$ cat config.mk
export PLATFORM = sky130hd
export DESIGN_NAME = lcd_hd44780_driver
export DESIGN_NICKNAME = d
export VERILOG_FILES = /design/src/rtl/lcd_hd44780_driver.sv
export SDC_FILE = /design/constraint.sdc
export NUM_CORES = 1
export LEC_CHECK = 0
export BUFFER_PORTS_ARGS = -buffer_cell sky130_fd_sc_hd__buf_2
export CELL_PAD_IN_SITES_DETAIL_PLACEMENT = 0
export CELL_PAD_IN_SITES_GLOBAL_PLACEMENT = 1
export CORE_UTILIZATION = 41
export DETAILED_ROUTE_END_ITERATION = 16
export PLACE_DENSITY = 0.86
export SLEW_MARGIN = 20
export SYNTH_ARGS = -nofsm -noshare
export SYNTH_HDL_FRONTEND = slang
export SYNTH_SLANG_ARGS = --single-unit
$ cat constraint.sdc
create_clock -name clk_i -period 4.4 [get_ports clk_i]
set_clock_uncertainty 0.05 [all_clocks]
set_input_delay 0.22 -clock clk_i [delete_from_list [all_inputs] [get_ports clk_i]]
set_output_delay 0.22 -clock clk_i [all_outputs]
set_load 0.05 [all_outputs]
$ cat src/rtl/lcd_hd44780_driver.sv
// HD44780 write-cycle sequencer driven by a toggle-handshake LCD register word.
// Optional power-on init sequence is built when LCD_AUTO_INIT_EN is defined.
module lcd_hd44780_driver #(
   parameter int T_SETUP_CYC = 3,
   parameter int T_EN_CYC    = 25,
   parameter int T_HOLD_CYC  = 2,
   parameter int T_EXEC_CYC  = 2000,
   parameter int T_CLR_CYC   = 82000,
   parameter int CNT_W       = 17
`ifdef LCD_AUTO_INIT_EN
   ,
   parameter int T_PWR_CYC   = 750000
`endif
) (
   input  logic        clk_i,
   input  logic        rst_n_i,
   input  logic [31:0] io_lcd_i,
   output logic [7:0]  lcd_data_o,
   output logic        lcd_rs_o,
   output logic        lcd_rw_o,
   output logic        lcd_en_o,
   output logic        lcd_on_o,
   output logic        busy_o,
   output logic        ack_tgl_o
);

   typedef enum logic [2:0] {
      IDLE,
      SETUP,
      PULSE,
      HOLD,
      EXEC
`ifdef LCD_AUTO_INIT_EN
      ,
      INIT_WAIT
`endif
   } state_t;

   localparam logic [CNT_W-1:0] SETUP_LD = CNT_W'(T_SETUP_CYC - 1);
   localparam logic [CNT_W-1:0] EN_LD    = CNT_W'(T_EN_CYC - 1);
   localparam logic [CNT_W-1:0] HOLD_LD  = CNT_W'(T_HOLD_CYC - 1);
   localparam logic [CNT_W-1:0] EXEC_LD  = CNT_W'(T_EXEC_CYC - 1);
   localparam logic [CNT_W-1:0] CLR_LD   = CNT_W'(T_CLR_CYC - 1);

   state_t           state;
   logic [CNT_W-1:0] cnt;
   logic             req;
   logic             pending;
   logic             clr_cmd;
   logic [CNT_W-1:0] exec_ld;
   logic             init_act;
   logic             unused_bits;

   assign lcd_rw_o    = 1'b0;
   assign unused_bits = ^{io_lcd_i[29:10], io_lcd_i[8]};
   assign pending     = io_lcd_i[31] && (io_lcd_i[30] != ack_tgl_o);
   // Clear display (0x01) and return home (0x02/0x03) need the long wait
   assign clr_cmd     = !lcd_rs_o && (lcd_data_o[7:2] == 6'd0) && (lcd_data_o[1:0] != 2'd0);
   assign exec_ld     = clr_cmd ? CLR_LD : EXEC_LD;

`ifdef LCD_AUTO_INIT_EN
   localparam int PWR_W = (T_PWR_CYC > 1) ? $clog2(T_PWR_CYC) : 1;
   localparam logic [PWR_W-1:0] PWR_LD = PWR_W'(T_PWR_CYC - 1);

   logic [PWR_W-1:0] pwr_cnt;
   logic [1:0]       init_idx;

   function automatic logic [7:0] init_cmd(input logic [1:0] idx);
      case (idx)
         2'd0:    return 8'h38;
         2'd1:    return 8'h0C;
         2'd2:    return 8'h06;
         default: return 8'h01;
      endcase
   endfunction
`else
   assign init_act = 1'b0;
`endif

   always_ff @(posedge clk_i) begin
      if (!rst_n_i) begin
`ifdef LCD_AUTO_INIT_EN
         state    <= INIT_WAIT;
         pwr_cnt  <= PWR_LD;
         init_idx <= 2'd0;
         init_act <= 1'b1;
`else
         state    <= IDLE;
`endif
         cnt        <= '0;
         req        <= 1'b0;
         lcd_data_o <= 8'h00;
         lcd_rs_o   <= 1'b0;
         lcd_en_o   <= 1'b0;
         lcd_on_o   <= 1'b0;
         busy_o     <= 1'b0;
         ack_tgl_o  <= 1'b0;
      end else begin
         lcd_on_o <= io_lcd_i[31] | init_act;
         if (state != IDLE && !io_lcd_i[31] && !init_act) begin
            // Power dropped mid-write: discard the request by syncing ack to REQ
            state     <= IDLE;
            cnt       <= '0;
            lcd_en_o  <= 1'b0;
            busy_o    <= 1'b0;
            ack_tgl_o <= io_lcd_i[30];
         end else begin
            case (state)
               IDLE: begin
                  if (pending) begin
                     lcd_rs_o   <= io_lcd_i[9];
                     lcd_data_o <= io_lcd_i[7:0];
                     req        <= io_lcd_i[30];
                     busy_o     <= 1'b1;
                     cnt        <= SETUP_LD;
                     state      <= SETUP;
                  end
               end
               SETUP: begin
                  if (cnt == '0) begin
                     cnt      <= EN_LD;
                     lcd_en_o <= 1'b1;
                     state    <= PULSE;
                  end else begin
                     cnt <= cnt - CNT_W'(1);
                  end
               end
               PULSE: begin
                  if (cnt == '0) begin
                     cnt      <= HOLD_LD;
                     lcd_en_o <= 1'b0;
                     state    <= HOLD;
                  end else begin
                     cnt <= cnt - CNT_W'(1);
                  end
               end
               HOLD: begin
                  if (cnt == '0) begin
                     cnt   <= exec_ld;
                     state <= EXEC;
                  end else begin
                     cnt <= cnt - CNT_W'(1);
                  end
               end
               EXEC: begin
                  if (cnt != '0) begin
                     cnt <= cnt - CNT_W'(1);
`ifdef LCD_AUTO_INIT_EN
                  end else if (init_act && init_idx != 2'd3) begin
                     init_idx   <= init_idx + 2'd1;
                     lcd_data_o <= init_cmd(init_idx + 2'd1);
                     cnt        <= SETUP_LD;
                     state      <= SETUP;
                  end else if (init_act) begin
                     init_act <= 1'b0;
                     busy_o   <= 1'b0;
                     state    <= IDLE;
`endif
                  end else begin
                     ack_tgl_o <= req;
                     busy_o    <= 1'b0;
                     state     <= IDLE;
                  end
               end
`ifdef LCD_AUTO_INIT_EN
               INIT_WAIT: begin
                  busy_o <= 1'b1;
                  if (pwr_cnt == '0) begin
                     lcd_rs_o   <= 1'b0;
                     lcd_data_o <= init_cmd(2'd0);
                     cnt        <= SETUP_LD;
                     state      <= SETUP;
                  end else begin
                     pwr_cnt <= pwr_cnt - PWR_W'(1);
                  end
               end
`endif
               default: state <= IDLE;
            endcase
         end
      end
   end

endmodule

; Word level (Yosys, flattened, before mapping)
; Cells that the tools add are included.
[totals]
regBits = 34
input_bits = 34
out_inout_bits = 14
word_cells = 69
[op_classes]
addsub = 1
eq_ne = 12
muxes = 22
bitwise = 2
reduce_logical = 23
[op_table]
columns = op, count
row1 = two-way mux 17 bit, 6
row2 = one-hot mux 17 bit (5 select lines), 1
row3 = zero test 17 bit, 1
row4 = nonzero test 17 bit, 1
row5 = "subtractor 17 x 1 -> 17 bit, second input constant", 1
row6 = two-way mux 3 bit, 5
row7 = one-hot mux 3 bit (5 select lines), 1
row8 = "!= test 2 bit, second input constant", 7
row9 = AND reduction 3 bit, 4
row10 = nonzero test 2 bit, 4
row11 = two-way mux 1 bit, 7
row12 = "== test 3 x 2 -> 1 bit, second input constant", 2
row13 = zero test 6 bit, 1
row14 = AND reduction 5 bit, 1
row15 = nonzero test 5 bit, 1
row16 = logical AND 1 bit, 4
row17 = one-hot mux 1 bit (2 select lines), 2
row18 = "== test 3 x 1 -> 1 bit, second input constant", 1
row19 = "== test 3 bit, second input constant", 1
row20 = zero test 3 bit, 1
row21 = nonzero test 3 bit, 1
row22 = zero test 1 bit, 2
row23 = NOT 1 bit, 2
row24 = AND reduction 2 bit, 1
row25 = other kinds (2), 2

; Depth between registers and ports, before layout
; Gate-level depths: netlist (run 1).
[logic_depth]
depth_word = 6
depth_mapped = 10
mapped_depth_nobuf = 8

; Least setup slack after synthesis (run 1)
; No wires, ideal clock.
[synth_path]
kind = reg-to-reg
startpoint = register cnt[0]
endpoint = register cnt[6]
setup_ns = 0.114
t_arrival_ns = 2.204
required_time_ns = 4.236
path_slack_ns = 2.032
path_stages_with_launch = 10
n_path_buf = 1
period_less_slack_ns = 2.368
cell_sequence = dfxtp_1 > inv_1 > ha_1 > nor4b_1 > nand2_1 > clkbuf_1 > o311a_2 > a31oi_4 > o21ai_1 > a21o_1
[synth_between]
elab_chain_cells = 3
elab_cells_between_ends = 10
cone_classes = 1 x add/sub / 1 x eq/ne / 5 x mux / 3 x reduce/logical
[synth_rtl]
columns = element, line_no
row1 = from (decl), 46  ; logic [CNT_W-1:0] cnt;
row2 = from (signal assigned), 125  ; cnt <= cnt - CNT_W'(1);
row3 = from (signal assigned), 134  ; cnt <= cnt - CNT_W'(1);
row4 = from (signal assigned), 139  ; cnt <= exec_ld;
row5 = "subtractor 17 x 1 -> 17 bit, or another cell as far along", n/a
row6 = "two-way mux 17 bit, or another cell as far along", 146  ; if (cnt != '0) begin
row7 = one-hot mux 17 bit (5 select lines) / AND reduction 3 bit (equally long branches), n/a
; Parallel ways exist; a longest one is shown, timed or not. The select of a mux whose other input is x is not followed.
; A chain may end at the register's enable or synchronous reset.

; Worst setup path after layout (run 1)
[layout_path]
startpoint = register cnt[0]
endpoint = register cnt[8]
; Same word-level chain as after synthesis.

==> results of run 1 <==
[placed cells by master (no fill, tap or decap), types with 3 or more instances in the layout]
cell type / netlist / layout
a21o_1: 4 / 4
a311oi_1: 3 / 3
clkbuf_8: 0 / 6
nand2_1: 21 / 21
o21ai_0: 18 / 18
o21a_1: 4 / 4
nor3_1: 12 / 12
and2_1: 4 / 4
nand3_1: 4 / 4
a31oi_1: 6 / 6
nor2_1: 15 / 15
buf_2: 2 / 25
or3_1: 3 / 3
nor2b_1: 11 / 11
a21oi_1: 13 / 13
dfxtp_1: 34 / 34
or2_2: 4 / 4
o21ai_1: 3 / 3
mux2i_1: 11 / 11
inv_1: 5 / 5
[cell families after synthesis]
logic type / count (synthesis) / share of synthesized area, %
compound gates: 70 / 25.7
xor+xnor: 2 / 0.940
fa+ha+maj: 1 / 0.671
buf+inv: 17 / 4.57
flops: 34 / 36.5
mux: 11 / 5.91
other cells: 1 / 0.201
simple gates: 89 / 25.5
[per-stage QoR]
| stage | util (%) | hold WS (ps) | power [W] | instance area, um^2 | instances |
|---|---|---|---|---|---|
| after floorplan | - | 298 | 0.00152 | 1860 | 225 |
| after global placement | 45.8 | 392 | 0.00167 | 1990 | 291 |
| after detailed placement | 45.8 | 398 | 0.00168 | 1990 | 291 |
| after CTS | 47.9 | 123 | 0.00193 | 2090 | 299 |
| after global routing | 47.9 | 133 | 0.00211 | 2090 | 299 |
| final | 47.9 | 132 | 0.00192 | 2090 | 299 |
[power by group through the flow]
stage	combinational (W)	sequential (W)	clock [W]
2_1_floorplan	0.000954	0.000565	0
3_3_place_gp	0.00116	0.000511	0
3_5_place_dp	0.00117	0.000512	0
4_1_cts	0.00117	0.000507	0.000245
5_1_grt	0.00132	0.000528	0.000259
6_report	0.00117	0.000509	0.000239
[layer usage]
| layer | up-vias | GRT usage (%) | part of all wire [%] |
|---|---|---|---|
| met5 | - | 0 | 0 |
| met4 | 0 | 6.80 | 0.57 |
| met3 | 4 | 5.67 | 5.8 |
| met2 | 59 | 28.6 | 45 |
| met1 | 789 | 26.0 | 49 |
| li1 | 875 | - | - |
[critical path: cells and delay by family, from the launching register on]
kind | cells | cell delay [ps]
buffers and inverters | 1 | 90
DFF | 1 | 350
adders and majority gates | 1 | 230
and+or+nand+nor | 2 | 890
AOI/OAI and AO/OA | 4 | 1120
[cell type report]
cell class / count / area share, %
timing repair buffer: 26 / 6.36
inverter: 5 / 0.900
tap: 52 / 3.12
sequential: 34 / 32.6
clock inverter: 1 / 0.240
clock buffer: 7 / 4.14
multi-input combinational: 174 / 52.6
[sequential cells by signal (all words and copies together), names as in the netlist]
name / count
cnt: 17
lcd_data_o: 8
state: 3
ack_tgl_o: 1
busy_o: 1
lcd_en_o: 1
lcd_on_o: 1
lcd_rs_o: 1
req: 1
[worst paths after layout]
check | start | slack, ps | to | cells past startpoint
min | io_lcd_i[6] | 130 | lcd_data_o[6] | 3
min reg2reg | busy_o | 410 | busy_o | 2
max | cnt[0] | 1520 | cnt[8] | 8
max reg2reg | cnt[0] | 1520 | cnt[8] | 8
==> results by group, run 1 <==
Outcome
  • Status: completed

Power
  • IR drop worst, VDD: 0.375 mV
  • PD cells: 922 nW/um^2
  • Gate power share: 61.1%
  • Part of the power in registers: 26.5%
  • Clk pwr share: 12.4%
  • Sw frac: 52.5%
  • Int Power: 0.000913 W
  • Psw: 0.00101 W
  • Leak: 0.901 nW

Logic synthesis
  • Mapped Nets: 260
  • Syn_area_per_cell: 8.28 um^2
  • Post-Syn Area: 1860 um^2
  • Post-synth ARST share: 0%
  • Yosys top cell area share: 36.5%
  • Area leader, netlist: dfxtp_1
  • Mapped Cells: 225
  • Synth top cells by count: 34 x dfxtp_1, 21 x nand2_1, 18 x o21ai_0
  • Synth area leaders: dfxtp_1 37%, mux2i_1 5.9%, o21ai_0 4.8%
  • Seq/Total Area, Yosys: 36.5%
  • Yosys reg bits: 34
  • Synth warn: 0
  • Top-count cell post-synth: dfxtp_1
  • Post-synth EDFFs: 0
  • Synth Flop Type: dfxtp_1
  • Synth unique cells: 54

Critical path
  • CP Max Fanout: 12
  • Critical-path cell list: inv_1 > ha_1 > nor4b_1 > nand2_1 > o41ai_1 > a21oi_1 > a31oi_1 > a31oi_1
  • CP max stage delay: 600 ps
  • Startpoint Class: register
  • Critical path type: register to register
  • CP Capture Type: register
  • CP dominant cell by count: a31oi_1
  • Worst EP required: 4490 ps
  • Slowest-stage cell, CP: o41ai_1
  • Crit path DAT: 2970 ps

Layout
  • Fin nets: 281
  • Sequential cell area: 681 um^2
  • Ant diodes: 0
  • Layout area overhead: 12.0%
  • # fillers: 448
  • Area of the multi-input gates: 1100 um^2
  • Ratio of cells with drive above 1 in the final layout: 18.6%

Floorplan
  • Die X: 69.4 um
  • DIE AREA: 4820 um^2
  • Core ar.: 4350 um^2
  • Die height: 69.4 um
  • Row count: 24
  • Initial core utilization: 42.8%
  • Ports: 48

Detailed routing
  • Residual DRC: 0
  • Initial drt markers: 91
  • Wirelength, routed: 4230 um
  • Post-detailed-route via-to-cell ratio: 5.78
  • DR pass1 iterations: 6
  • WL per Instance: 14.1 um
  • Vias: 1727
  • Final ANT Viol Nets: 0

Timing
  • Max Slew Vio Count: 0
  • Fin crit share: 65.4%
  • Final hold vios: 0
  • Worst-Margin Slew: 685 ps
  • Setup total negative slack: 0 ps
  • Setup violations, final: 0
  • Final worst slack: 1520 ps
  • RSZ-0062 raised after global routing: no
  • Final min period: 2880 ps
  • Slew HR: 53.8%
  • Fmax: 347 MHz

Clock tree
  • CTS tree: yes
  • Htree depth: 2
  • Setup Buffers After CTS: 0
  • Max clock buf depth: 2
  • Worst-path clk slew: 70 ps
  • Cts hold-fix bufs: 0
  • Total CTS buffers: 5
  • Clock Tree Root: clkbuf_8
  • Sink Count: 34
  • Skew-Pair Late Insertion Delay: 290 ps
  • Post-CTS Resized: 0

Global route
  • Largest net degree at the start of global routing: 19
  • First-pass GRT wire length: 7410 um
  • Tot GR Track Use: 19.1%
  • Initial antenna violation count: 0
  • Vias in the first global route: 1600
  • Grt ovf: 0

Worst hold path
  • Worst min path class: primary input to register

Placement
  • Gp weighted congestion: 0.810
  • Final HPWL DP: 3010 um
  • Port buffer count: 25
  • Dpl ws: 1580 ps

Job
  • Number of max-cap violations: 0
Note: power is estimated with default switching activity, not from simulation.
==> run 2, diff against run 1 <==
Settings changed: ABC_AREA set to 1, CORE_UTILIZATION 41 to 33, PLACE_DENSITY 0.86 to 0.77.
Clock period 4.4 ns to 2.52 ns, I/O delays scaled along.
==> run 2 against run 1 <==
Net effect:
- design area increased by 11%
- worst hold slack worse by 77 ps
- total power is 100% higher
- synthesized cell count is 36% higher
- largest power group unchanged
- global-route usage fell by 3.1 points
- utilization shrank 9.0 points
- sequential power increased by 58%
- clock-buffer cell count unchanged
- largest cell class unchanged
- combinational power increased by 130%
- die area up 35%
==> results by group, run 2 <==
Power
  • IR drop worst, VDD: 0.749 mV (+100%)
  • PD cells: 1670 nW/um^2 (+81%)
  • Pwr Total: 0.00387 W (+100%)
  • Leak: 1.11 nW (+24%)

Timing
  • RSZ-0062 raised after global routing: no
  • Final hold vios: 0 (unchanged)
  • Setup total negative slack: 0 ps (unchanged)
  • Slew HR: 50.1% (-3.8 points)
  • Max Slew Vio Count: 0 (unchanged)
  • Setup violations, final: 0 (unchanged)
  • Final min period: 2070 ps (-809 ps)
  • Worst-Margin Slew: 748 ps (+62.7 ps)
  • Fin crit share: 82.1% (+17 points)
  • Final worst slack: 451 ps (-1070 ps)
  • Fmax: 483 MHz (+39%)

Logic synthesis
  • Top-count cell post-synth: nand2_1
  • Mapped Nets: 342 (+32%)
  • Yosys reg bits: 34 (unchanged)
  • Seq/Total Area, Yosys: 33.4% (-3.2 points)
  • Area leader, netlist: dfxtp_1
  • Synth Flop Type: dfxtp_1
  • Post-synth ARST share: 0% (unchanged)
  • Synth unique cells: 32 (-41%)
  • Synth warn: 0 (unchanged)
  • Mapped Cells: 307 (+36%)
  • Yosys top cell area share: 33.4% (-3.2 points)
  • Synth top cells by count: 93 x nand2_1, 34 x dfxtp_1, 33 x inv_1
  • Post-Syn Area: 2040 um^2 (+9.5%)
  • Synth area leaders: dfxtp_1 33%, nand2_1 17%, a21oi_1 6.1%
  • Post-synth EDFFs: 0 (unchanged)
  • Syn_area_per_cell: 6.65 um^2 (-20%)

Global route
  • Grt ovf: 0 (unchanged)
  • Vias in the first global route: 1716 (+7.2%)
  • Largest net degree at the start of global routing: 17 (-2)
  • First-pass GRT wire length: 7920 um (+6.9%)
  • Initial antenna violation count: 0 (unchanged)
  • Tot GR Track Use: 16.0% (-3.1 points)

Critical path
  • CP Max Fanout: 11 (-1)
  • Reg2Reg Depth: 11 (+3)
  • Critical-path cell list: inv_1 > ha_1 > nand2_2 > nor2_8 > nand3_2 > nand2_1 > nand2_1 > nand2_1 > nand2_1 > nand2_1 > a21oi_2
  • Worst EP required: 2610 ps (-1880 ps)
  • CP Capture Type: register
  • CP max stage delay: 310 ps (-290 ps)
  • Crit path DAT: 2160 ps (-810 ps)
  • Slowest-stage cell, CP: dfxtp_1
  • Critical path type: register to register
  • CP dominant cell by count: nand2_1
  • Startpoint Class: register

Clock tree
  • Setup Buffers After CTS: 0 (unchanged)
  • Max clock buf depth: 2 (unchanged)
  • Total CTS buffers: 5 (unchanged)
  • Worst-path clk slew: 70 ps (about the same)
  • Clock Tree Root: clkbuf_8
  • Cts hold-fix bufs: 0 (unchanged)
  • Skew-Pair Late Insertion Delay: 280 ps (about the same)
  • Sink Count: 34 (unchanged)
  • CTS tree: yes
  • Htree depth: 2 (unchanged)
  • Post-CTS Resized: 0 (unchanged)

Floorplan
  • Initial core utilization: 34.3% (-8.5 points)
  • Core ar.: 5960 um^2 (+37%)
  • DIE AREA: 6500 um^2 (+35%)
  • Row count: 28 (+17%)
  • Ports: 48 (unchanged)
  • Die height: 80.6 um (+16%)
  • Die X: 80.6 um (+16%)

Detailed routing
  • DR pass1 iterations: 4 (-2)
  • Post-detailed-route via-to-cell ratio: 4.56 (-21%)
  • Wirelength, routed: 4620 um (+9.3%)
  • Initial drt markers: 60 (-34%)
  • Vias: 1874 (+8.5%)
  • Final ANT Viol Nets: 0 (unchanged)
  • Residual DRC: 0 (unchanged)
  • WL per Instance: 11.2 um (-21%)

Placement
  • Gp weighted congestion: 0.748 (-7.7%)
  • Final HPWL DP: 3370 um (+12%)
  • Port buffer count: 25 (unchanged)
  • Dpl ws: 436 ps (-1140 ps)

Layout
  • Commonest non-fill, non-tap cell in the layout: nand2_1
  • Ant diodes: 0 (unchanged)
  • Most frequent cells in the layout: 93 x nand2_1, 34 x dfxtp_1, 33 x inv_1
  • Top flop regs: cnt (17), lcd_data_o (8), state (3)
  • Most flops, register: cnt
  • Fin nets: 370 (+32%)
  • Max FFs per register: 17 (unchanged)
  • Layout area overhead: 13.6%
  • Ratio of cells with drive above 1 in the final layout: 20.8% (+2.2 points)
  • # fillers: 667 (+49%)

Worst hold path
  • Hold depth: 3 (unchanged)
  • Worst min path class: primary input to register

Outcome
  • Status: completed

Job
  • Number of max-cap violations: 0 (unchanged)
## run 2: cell types whose count changed in the layout (fill, tap and decap cells not counted), sizes merged, moves of 11 or more
cell	delta
nand3	+19
a21oi	+20
nor2b	-11
nand2	+80
nor2	+22
inv	+33
mux2i	-11
## run 2: layout make-up
cell class                      count  area [um^2]  share of cell area (%)
Clock buffer                        7         86.3                    3.72
Clock inverter                      1         5.00                   0.216
Inverter                           39          148                    6.37
Multi-Input combinational cell    227         1160                    49.9
Sequential cell                    34          681                    29.4
Tap cell                           75         93.8                    4.05
Timing Repair Buffer               28          148                    6.37
## run 2: final timing paths
path | endpoint | startpoint | slack [ps]
setup / recovery | cnt[7] | cnt[0] | 450
hold / removal | lcd_data_o[4] | io_lcd_i[4] | 60
setup reg to reg | cnt[7] | cnt[0] | 450
hold reg to reg | lcd_data_o[0] | lcd_data_o[0] | 410
## run 2: critical path: cells and delay by family, from the launching register on
kind                       cells  cell delay [ps]
adders and majority gates      1              230
DFF                            1              310
and+or+nand+nor                8             1190
AOI/OAI and AO/OA              1               50
buffers and inverters          1               90
## run 2: cells by family (layout without fill, tap and decap cells)
kind of cell,count (synthesis),in the layout,share of synthesized area (%)
buffers and inverters,46,75,9.93
xor gates and xnor gates,6,6,2.58
DFF,34,34,33.4
other,1,1,0.184
adders and majority gates,1,1,0.613
AOI/OAI and AO/OA,49,49,13.7
and+or+nand+nor,170,170,39.6
## run 2: metrics by stage
stage               util (%)  cells  instance area, um^2  hold slack (ps)
finish                  38.9    411                 2320             55.1
global route            38.9    411                 2320             54.3
CTS                     38.9    411                 2320             46.9
detailed placement      37.4    403                 2230              355
global placement        37.4    403                 2230              343
floorplan                  -    307                 2040              169
## run 2: power by group
group | switching, W | leakage [nW] | internal, W
logic | 0.00182 | 0.787 | 0.000819
registers | 0.000119 | 0.277 | 0.000683
clock network | 0.000207 | 0.0482 | 0.000221
## run 2: per-layer routing
layer | share of wire (%) | GRT usage, % | routed length (um)
met5 | 0 | 0 | 0
met4 | 1.5 | 5.00 | 68
met3 | 3.7 | 4.09 | 173
met2 | 43 | 25.2 | 2000
met1 | 51 | 21.1 | 2380
